[src/rtl/hopfield_pkg.sv]
// hopfield_pkg: shared constants and types for the sequential Hopfield network.
//   HOP_N     default neuron count (weight RAM holds HOP_N*HOP_N entries)
//   AW        weight RAM address width
//   COEF_W    weight width (signed, saturating to [-8,+7])
//   DATA_W    recall accumulator width (signed, saturating)
//   weight_t  signed weight type
//   acc_t     signed accumulator type
//   state_t   controller FSM states
package hopfield_pkg;

  localparam int HOP_N  = 25;
  localparam int AW     = 10;
  localparam int COEF_W = 4;
  localparam int DATA_W = 8;

  typedef logic signed [COEF_W-1:0] weight_t;
  typedef logic signed [DATA_W-1:0] acc_t;

  localparam weight_t W_MAX = weight_t'(7);
  localparam weight_t W_MIN = weight_t'(-8);

  typedef enum logic [2:0] {
    IDLE,
    CLEAR,
    LEARN_RD,
    LEARN_WR,
    RECALL_ACC,
    RECALL_UPD,
    FINISH
  } state_t;

endpackage

[src/rtl/hopfield_if.sv]
// hopfield_if: request/status handshake plus weight RAM bus of hopfield_seq.
//   clear_req, learn_req, learn_pat, recall_start, init_state : host -> core
//   busy, ack, done, converged, state_out, iter_count           : core -> host
//   w_addr, w_we, w_wdata                                        : core -> RAM
//   w_rdata (valid one cycle after w_addr)                       : RAM  -> core
// Modports: master = host/RAM side, slave = hopfield_seq.
interface hopfield_if
  import hopfield_pkg::*;
#(
  parameter int N = HOP_N
);

  logic          clear_req;
  logic          learn_req;
  logic [N-1:0]  learn_pat;
  logic          recall_start;
  logic [N-1:0]  init_state;
  logic          busy;
  logic          ack;
  logic          done;
  logic          converged;
  logic [N-1:0]  state_out;
  logic [3:0]    iter_count;
  logic [AW-1:0] w_addr;
  logic          w_we;
  weight_t       w_wdata;
  weight_t       w_rdata;

  modport master (
    output clear_req, learn_req, learn_pat, recall_start, init_state, w_rdata,
    input  busy, ack, done, converged, state_out, iter_count, w_addr, w_we, w_wdata
  );

  modport slave (
    input  clear_req, learn_req, learn_pat, recall_start, init_state, w_rdata,
    output busy, ack, done, converged, state_out, iter_count, w_addr, w_we, w_wdata
  );

endinterface

[src/rtl/hopfield_mac.sv]
// hopfield_mac: sign-select saturating accumulator used during recall.
//   clk  rising-edge clock
//   clr  synchronous clear of the accumulator (wins over en)
//   en   fold w into the running sum this cycle
//   add  1 = add w, 0 = subtract w
//   w    signed weight from the RAM
//   sum  combinational running sum including this cycle's term (saturated)
module hopfield_mac
  import hopfield_pkg::*;
(
  input  logic    clk,
  input  logic    clr,
  input  logic    en,
  input  logic    add,
  input  weight_t w,
  output acc_t    sum
);

  acc_t acc_p0;

  // One guard bit is enough for an 8-bit + 4-bit sum; clamp on overflow.
  function automatic acc_t sat_acc(acc_t a, weight_t b, logic pos);
    logic signed [DATA_W:0] ea;
    logic signed [DATA_W:0] eb;
    logic signed [DATA_W:0] t;
    ea = a;
    eb = b;
    t  = pos ? (ea + eb) : (ea - eb);
    if (t[DATA_W] != t[DATA_W-1])
      return t[DATA_W] ? {1'b1, {(DATA_W-1){1'b0}}} : {1'b0, {(DATA_W-1){1'b1}}};
    return t[DATA_W-1:0];
  endfunction

  assign sum = en ? sat_acc(acc_p0, w, add) : acc_p0;

  // stage p0: running sum register
  always_ff @(posedge clk) begin
    if (clr) acc_p0 <= '0;
    else     acc_p0 <= sum;
  end

endmodule

[src/rtl/hopfield_seq.sv]
// hopfield_seq: sequential Hopfield network with external weight RAM.
// Clears, learns (Hebbian +/-1 per pattern, saturating) and recalls with
// synchronous updates until a fixed point or MAX_ITER iterations.
//   clk   rising-edge clock
//   rst   synchronous, active-low reset
//   bus   hopfield_if.slave: requests, status, result vector, RAM port
// Parameters: N (neuron count, N*N <= 1024), MAX_ITER (recall limit).
// Build option: HOPFIELD_ZERO_DIAG_EN keeps diagonal weights at 0 during LEARN.
module hopfield_seq
  import hopfield_pkg::*;
#(
  parameter int N        = HOP_N,
  parameter int MAX_ITER = 15
) (
  input  logic clk,
  input  logic rst,
  hopfield_if.slave bus
);

  localparam int            CW   = $clog2(N + 1);
  localparam logic [AW-1:0] LAST = AW'(N * N - 1);

  state_t        state;
  state_t        state_nxt;
  logic [AW-1:0] addr;
  logic [AW-1:0] addr_inc;
  logic [CW-1:0] row;
  logic [CW-1:0] col;
  logic [N-1:0]  pat;
  logic [N-1:0]  cur;
  logic [N-1:0]  nxt_vec;
  logic [3:0]    iter;
  logic          conv;
  logic          ack_r;
  logic          vld_p1;
  logic          sel_p1;
  logic          take_learn;
  logic          take_recall;
  logic          drain;
  logic          same;
  logic          iter_end;
  logic          we;
  weight_t       wdata;
  acc_t          sum;

  function automatic weight_t sat_step(weight_t w, logic up);
    if (up) return (w == W_MAX) ? w : w + weight_t'(1);
    return (w == W_MIN) ? w : w - weight_t'(1);
  endfunction

  // Lower-priority requests seen together with a higher one are dropped.
  assign take_learn  = (state == IDLE) && !bus.clear_req && bus.learn_req;
  assign take_recall = (state == IDLE) && !bus.clear_req && !bus.learn_req && bus.recall_start;

  // Address walks 0..N*N-1 in row-major order for every mode and wraps so
  // nothing above the last entry is ever driven.
  assign addr_inc = (addr == LAST) ? '0 : addr + AW'(1);
  assign drain    = (state == RECALL_ACC) && (col == CW'(N));
  assign same     = (nxt_vec == cur);
  assign iter_end = ((iter + 4'd1) == 4'(MAX_ITER));

  always_ff @(posedge clk) begin
    if (!rst) state <= IDLE;
    else      state <= state_nxt;
  end

  always_comb begin
    state_nxt = state;
    we        = 1'b0;
    wdata     = '0;
    case (state)
      IDLE: begin
        if (bus.clear_req)         state_nxt = CLEAR;
        else if (bus.learn_req)    state_nxt = LEARN_RD;
        else if (bus.recall_start) state_nxt = RECALL_ACC;
      end
      CLEAR: begin
        we = 1'b1;
        if (addr == LAST) state_nxt = IDLE;
      end
      LEARN_RD: state_nxt = LEARN_WR;
      LEARN_WR: begin
        wdata = sat_step(bus.w_rdata, pat[row] == pat[col]);
`ifdef HOPFIELD_ZERO_DIAG_EN
        we = (row != col);
`else
        we = 1'b1;
`endif
        state_nxt = (addr == LAST) ? IDLE : LEARN_RD;
      end
      RECALL_ACC: begin
        if (drain && (row == CW'(N - 1))) state_nxt = RECALL_UPD;
      end
      RECALL_UPD: state_nxt = (same || iter_end) ? FINISH : RECALL_ACC;
      FINISH:     state_nxt = IDLE;
      default:    state_nxt = IDLE;
    endcase
  end

  // stage p0 -> p1: read issue; the state bit for the issued column travels
  // with the read so it meets w_rdata one cycle later.
  always_ff @(posedge clk) begin
    if (!rst) begin
      addr   <= '0;
      row    <= '0;
      col    <= '0;
      cur    <= '0;
      iter   <= '0;
      conv   <= 1'b0;
      ack_r  <= 1'b0;
      vld_p1 <= 1'b0;
    end else begin
      ack_r  <= 1'b0;
      vld_p1 <= 1'b0;
      case (state)
        IDLE: begin
          addr <= '0;
          row  <= '0;
          col  <= '0;
          if (take_recall) begin
            cur  <= bus.init_state;
            iter <= '0;
            conv <= 1'b0;
          end
        end
        CLEAR: begin
          addr <= addr_inc;
          if (addr == LAST) ack_r <= 1'b1;
        end
        LEARN_WR: begin
          addr <= addr_inc;
          if (col == CW'(N - 1)) begin
            col <= '0;
            row <= row + CW'(1);
          end else begin
            col <= col + CW'(1);
          end
          if (addr == LAST) ack_r <= 1'b1;
        end
        RECALL_ACC: begin
          if (drain) begin
            col <= '0;
            row <= (row == CW'(N - 1)) ? '0 : row + CW'(1);
          end else begin
            col    <= col + CW'(1);
            addr   <= addr_inc;
            vld_p1 <= 1'b1;
          end
        end
        RECALL_UPD: begin
          addr <= '0;
          row  <= '0;
          col  <= '0;
          if (same) begin
            conv <= 1'b1;
          end else begin
            cur  <= nxt_vec;
            iter <= iter + 4'd1;
          end
        end
        default: ;
      endcase
    end
  end

  // stage p1 -> p2: drain cycle folds the last term and latches next[k].
  always_ff @(posedge clk) begin
    if (take_learn) pat <= bus.learn_pat;
    if ((state == RECALL_ACC) && !drain) sel_p1 <= cur[col];
    if (drain) nxt_vec[row] <= (sum > acc_t'(0));
  end

  hopfield_mac u_mac (
    .clk (clk),
    .clr (take_recall || drain),
    .en  (vld_p1),
    .add (sel_p1),
    .w   (bus.w_rdata),
    .sum (sum)
  );

  assign bus.busy       = (state != IDLE);
  assign bus.ack        = ack_r;
  assign bus.done       = (state == FINISH);
  assign bus.converged  = conv;
  assign bus.state_out  = cur;
  assign bus.iter_count = iter;
  assign bus.w_addr     = addr;
  assign bus.w_we       = we;
  assign bus.w_wdata    = wdata;

endmodule

[src/flat_wrapper.sv]
// flat-port wrapper written by rule: the top's interface ports become plain ports
module hopfield_seq_flat import hopfield_pkg::*;
#(
  parameter int N        = HOP_N,
  parameter int MAX_ITER = 15
)
  (clk, rst, bus_clear_req, bus_learn_req, bus_learn_pat, bus_recall_start, bus_init_state, bus_w_rdata, bus_busy, bus_ack, bus_done, bus_converged, bus_state_out, bus_iter_count, bus_w_addr, bus_w_we, bus_w_wdata);
  hopfield_if #(.N(N)) bus_i ();
  input  logic clk;
  input  logic rst;
  input wire logic [$bits(bus_i.clear_req)-1:0] bus_clear_req;
  input wire logic [$bits(bus_i.learn_req)-1:0] bus_learn_req;
  input wire logic [$bits(bus_i.learn_pat)-1:0] bus_learn_pat;
  input wire logic [$bits(bus_i.recall_start)-1:0] bus_recall_start;
  input wire logic [$bits(bus_i.init_state)-1:0] bus_init_state;
  input wire logic [$bits(bus_i.w_rdata)-1:0] bus_w_rdata;
  output wire logic [$bits(bus_i.busy)-1:0] bus_busy;
  output wire logic [$bits(bus_i.ack)-1:0] bus_ack;
  output wire logic [$bits(bus_i.done)-1:0] bus_done;
  output wire logic [$bits(bus_i.converged)-1:0] bus_converged;
  output wire logic [$bits(bus_i.state_out)-1:0] bus_state_out;
  output wire logic [$bits(bus_i.iter_count)-1:0] bus_iter_count;
  output wire logic [$bits(bus_i.w_addr)-1:0] bus_w_addr;
  output wire logic [$bits(bus_i.w_we)-1:0] bus_w_we;
  output wire logic [$bits(bus_i.w_wdata)-1:0] bus_w_wdata;
  assign bus_i.clear_req = bus_clear_req;
  assign bus_i.learn_req = bus_learn_req;
  assign bus_i.learn_pat = bus_learn_pat;
  assign bus_i.recall_start = bus_recall_start;
  assign bus_i.init_state = bus_init_state;
  assign bus_i.w_rdata = bus_w_rdata;
  assign bus_busy = bus_i.busy;
  assign bus_ack = bus_i.ack;
  assign bus_done = bus_i.done;
  assign bus_converged = bus_i.converged;
  assign bus_state_out = bus_i.state_out;
  assign bus_iter_count = bus_i.iter_count;
  assign bus_w_addr = bus_i.w_addr;
  assign bus_w_we = bus_i.w_we;
  assign bus_w_wdata = bus_i.w_wdata;
  hopfield_seq #(.N(N), .MAX_ITER(MAX_ITER)) u_core (.clk(clk), .rst(rst), .bus(bus_i));
endmodule
[config.mk]
export PLATFORM = sky130hd
export DESIGN_NAME = hopfield_seq_flat
export DESIGN_NICKNAME = d
export VERILOG_FILES = /design/src/rtl/hopfield_pkg.sv /design/src/rtl/hopfield_if.sv /design/src/rtl/hopfield_mac.sv /design/src/rtl/hopfield_seq.sv /design/src/flat_wrapper.sv
export SDC_FILE = /design/constraint.sdc
export NUM_CORES = 1
export LEC_CHECK = 0
export CAP_MARGIN = 20
export CORE_ASPECT_RATIO = 2
export CORE_UTILIZATION = 35
export CTS_BUF_LIST = sky130_fd_sc_hd__clkbuf_4
export CTS_CLUSTER_SIZE = 25
export DETAILED_ROUTE_END_ITERATION = 6
export PLACE_DENSITY = 0.68
export SETUP_SLACK_MARGIN = 0.1
export SLEW_MARGIN = 20
export SYNTH_ARGS = -nofsm -noshare
export SYNTH_HDL_FRONTEND = slang
export SYNTH_HIERARCHICAL = 1
export SYNTH_SLANG_ARGS = --single-unit
[constraint.sdc]
create_clock -name clk -period 5.2 [get_ports clk]
set_input_delay 0.78 -clock clk [delete_from_list [all_inputs] [get_ports clk]]
set_output_delay 0.78 -clock clk [all_outputs]
set_load 0.1 [all_outputs]
==> qor.yml <==
endpoint_kind: "output pin"
clock_latency_ps: 520
p_seq_frac: 0.428
vias: 5116
syn_to_final_growth_pct: 23.5
ys_seq_area_frac: 0.428
place_ws_ps: 427
die_h_um: 195
arrival_ps: 3550
final_nets: 815
core_um2: 18300
hold_class: "flop to flop"
final_cell_mix: "clkdlybuf4s50_1 (102), nor2_1 (72), dfxtp_1 (63), nand2_1 (54), edfxtp_1 (51)"
clock-sinks: 114
worstPathCellList: "mux4_2, mux2i_1, nor3b_1, nor3b_2, o21a_1, or2_4, o21ai_1, a311oi_1, buf_4"
hold_violations: 0
detail_route.wl_per_cell_um: 17.6
setup-tns-final_ps: 0
gr-total-overflow: 0
drcViolationCount: 0
antenna_found_initial: 1
power_frac_comb: 0.316
postSynthNetCount: 712
yosysTopAreaCell: "edfxtp_1"
gp_congestion: 0.833
setup_ws_ps: 869
place_hpwl_um: 12900
pwr-share-clk: 0.257
drt_pass1_iterations: 5
totalWireLength_um: 16900
slew_viol_final: 0
p_switching_mw: 0.893
ant_nets: 0
ctsHoldBuffers: 0
die_area_um2: 19200
swShare: 0.346
fillers: 1741
final_common_cell: "clkdlybuf4s50_1"
drv_cap: 0
finalSetupViolCount: 0
worstPathBufferInverterCount: 1
start_util: 0.357
syn_area_per_cell_um2: 10.4
power_density_nw_per_um2: 320
p_int_mw: 1.69
cts-resized-gates: 0
fmaxAchievable_mhz: 231
fin_skew_ps: 18.1
relSlewSlack: 0.308
row_count: 70
grt_util_all_layers: 0.181
synth-seq-cells: 114
netlist.area_leader.share: 0.235
status: "complete, no violations"
cts_tree: "built"
synth_ff_type: "dfxtp_1"
peakVddDrop_mv: 0.149
drtIter0Drc: 266
root_buffer: "clkbuf_4"
vias_per_cell: 5.33
rsz0062_at_grt: "no"
grt_pass1_vias: 5200
synth_cell_type_count: 68
clkTransAtPathRegs_ps: 110
syn-cell-area_um2: 6530
yosysWarnings: 6
criticalPathCategory: "flop to output pin"
port_buffers: 106
cts_inserted_buffers: 17
grt_max_degree: 41
ioPinCount: 107
fin_crit_ps: 4330
critPathSlowestCell: "dfxtp_1"
cts_setup_buffers: 0
fp.dieW_um: 98.6
slowest_delay_ps: 730
cp_top_family: "flip-flops"
synthTopCellsByArea: "edfxtp_1 (23%), dfxtp_1 (19%), mux2i_1 (5.2%), ha_1 (4.8%), xor2_1 (4.2%)"
finalCritPeriodShare: 0.833
p_leak_nw: 3.29
worstPathRequired_ps: 4420
netlist_instances: 627
cp-start-kind: "flop"
grt_pass1_wl_um: 26500
synth_edf_count: 51
cts_buffer_depth: 2
cp_max_fo: 12
drive_gt1_frac: 0.106
async_flop_share: 0
h-tree-depth: 4
worst_pin_slew_ps: 1030
## Yosys cell counts (4+ instances only)
| master | instances |
|---|---|
| nor2_1 | 72 |
| dfxtp_1 | 63 |
| nand2_1 | 54 |
| edfxtp_1 | 51 |
| mux2i_1 | 34 |
| xor2_1 | 31 |
| a21oi_1 | 25 |
| ha_1 | 25 |
| o211a_1 | 25 |
| inv_1 | 21 |
| clkbuf_1 | 20 |
| nand3_1 | 18 |
| xnor2_1 | 18 |
| o21ai_0 | 13 |
| mux4_2 | 12 |
| nor2b_1 | 12 |
| nor3_1 | 11 |
| a211oi_1 | 8 |
| maj3_2 | 7 |
| nand4_1 | 7 |
| nor4_1 | 6 |
| mux4_1 | 5 |
| nand2b_1 | 5 |
| nand3b_1 | 5 |
| o21ai_1 | 5 |
| or3_1 | 5 |
| and3_1 | 4 |
| mux2_2 | 4 |
| nor3b_1 | 4 |
| o21a_1 | 4 |
| or4_1 | 4 |
## cell families (layout without fill, tap and decap cells)
group / Yosys count / in the layout / synth area share
xor+xnor: 50 / 50 / 0.0682
buf+inv: 50 / 166 / 0.0330
other cells: 0 / 1 / 0
simple gates: 220 / 220 / 0.164
mux: 57 / 57 / 0.125
fa+ha+maj: 33 / 33 / 0.0631
compound gates: 103 / 103 / 0.119
flops: 114 / 114 / 0.428
## final cells by class
cell class	count	area, um2	area share
clock buffers	18	135	0.0168
inverters	21	78.8	0.00978
clock inverters	14	143	0.0177
multi-input cells	463	3540	0.439
repair buffers	113	1100	0.137
flip-flops and latches	114	2790	0.346
diodes	1	2.50	0.000310
well taps	216	270	0.0335
## per-stage QoR
step / cell area (um2) / hold slack (ps) / power (mW) / std cells / util
2_1_floorplan: 6530 / 507 / 1.71 / 627 / -
3_3_place_gp: 7780 / 496 / 1.93 / 927 / 0.425
3_5_place_dp: 7780 / 518 / 1.93 / 927 / 0.425
4_1_cts: 8060 / 534 / 2.60 / 959 / 0.440
5_1_grt: 8060 / 560 / 2.71 / 960 / 0.440
6_report: 8060 / 536 / 2.58 / 960 / 0.440
## path summary, 6_finish.rpt
kind / start / endpoint / slack, ps / cells after the start
max: u_core/row[0] / bus_w_wdata[1] / 870 / 9
min: u_core/bus.converged / u_core/bus.converged / 540 / 2
max reg2reg: u_core/sel_p1 / u_core/nxt_vec[6] / 1620 / 11
min reg2reg: u_core/bus.converged / u_core/bus.converged / 540 / 2
## flip-flops by register name (all words and copies together), names as in the netlist
name                   count
u_core/pat                25
u_core/bus.w_addr         10
u_core/row                 5
u_core/state               3
u_core/col                 5
u_core/u_mac/acc_p0        8
u_core/sel_p1              1
u_core/bus.state_out      25
u_core/vld_p1              1
u_core/bus.iter_count      4
u_core/bus.converged       1
u_core/nxt_vec            25
u_core/bus.ack             1
## worst min-delay path, cell delays in order, from the launching register on
cell     delay (ps)
dfxtp_1         330
a21oi_1         120
nor2b_1          50
## power by group through the flow
stage          Combinational (mW)  Clock, mW  Sequential (mW)
3_3_place_gp                0.801          0             1.12
3_5_place_dp                0.810          0             1.12
2_1_floorplan               0.496          0             1.22
4_1_cts                     0.817      0.682             1.10
6_report                    0.815      0.664             1.10
5_1_grt                     0.880      0.718             1.11
## routing by layer
layer  track usage  vias up  wire length, um
li1              -     2485                -
met1         0.179     2485             6170
met2         0.360      125             9850
met3        0.0297       21              508
met4        0.0785        0              396
met5             0        -                0
Note: power is estimated with default switching activity, not from simulation.
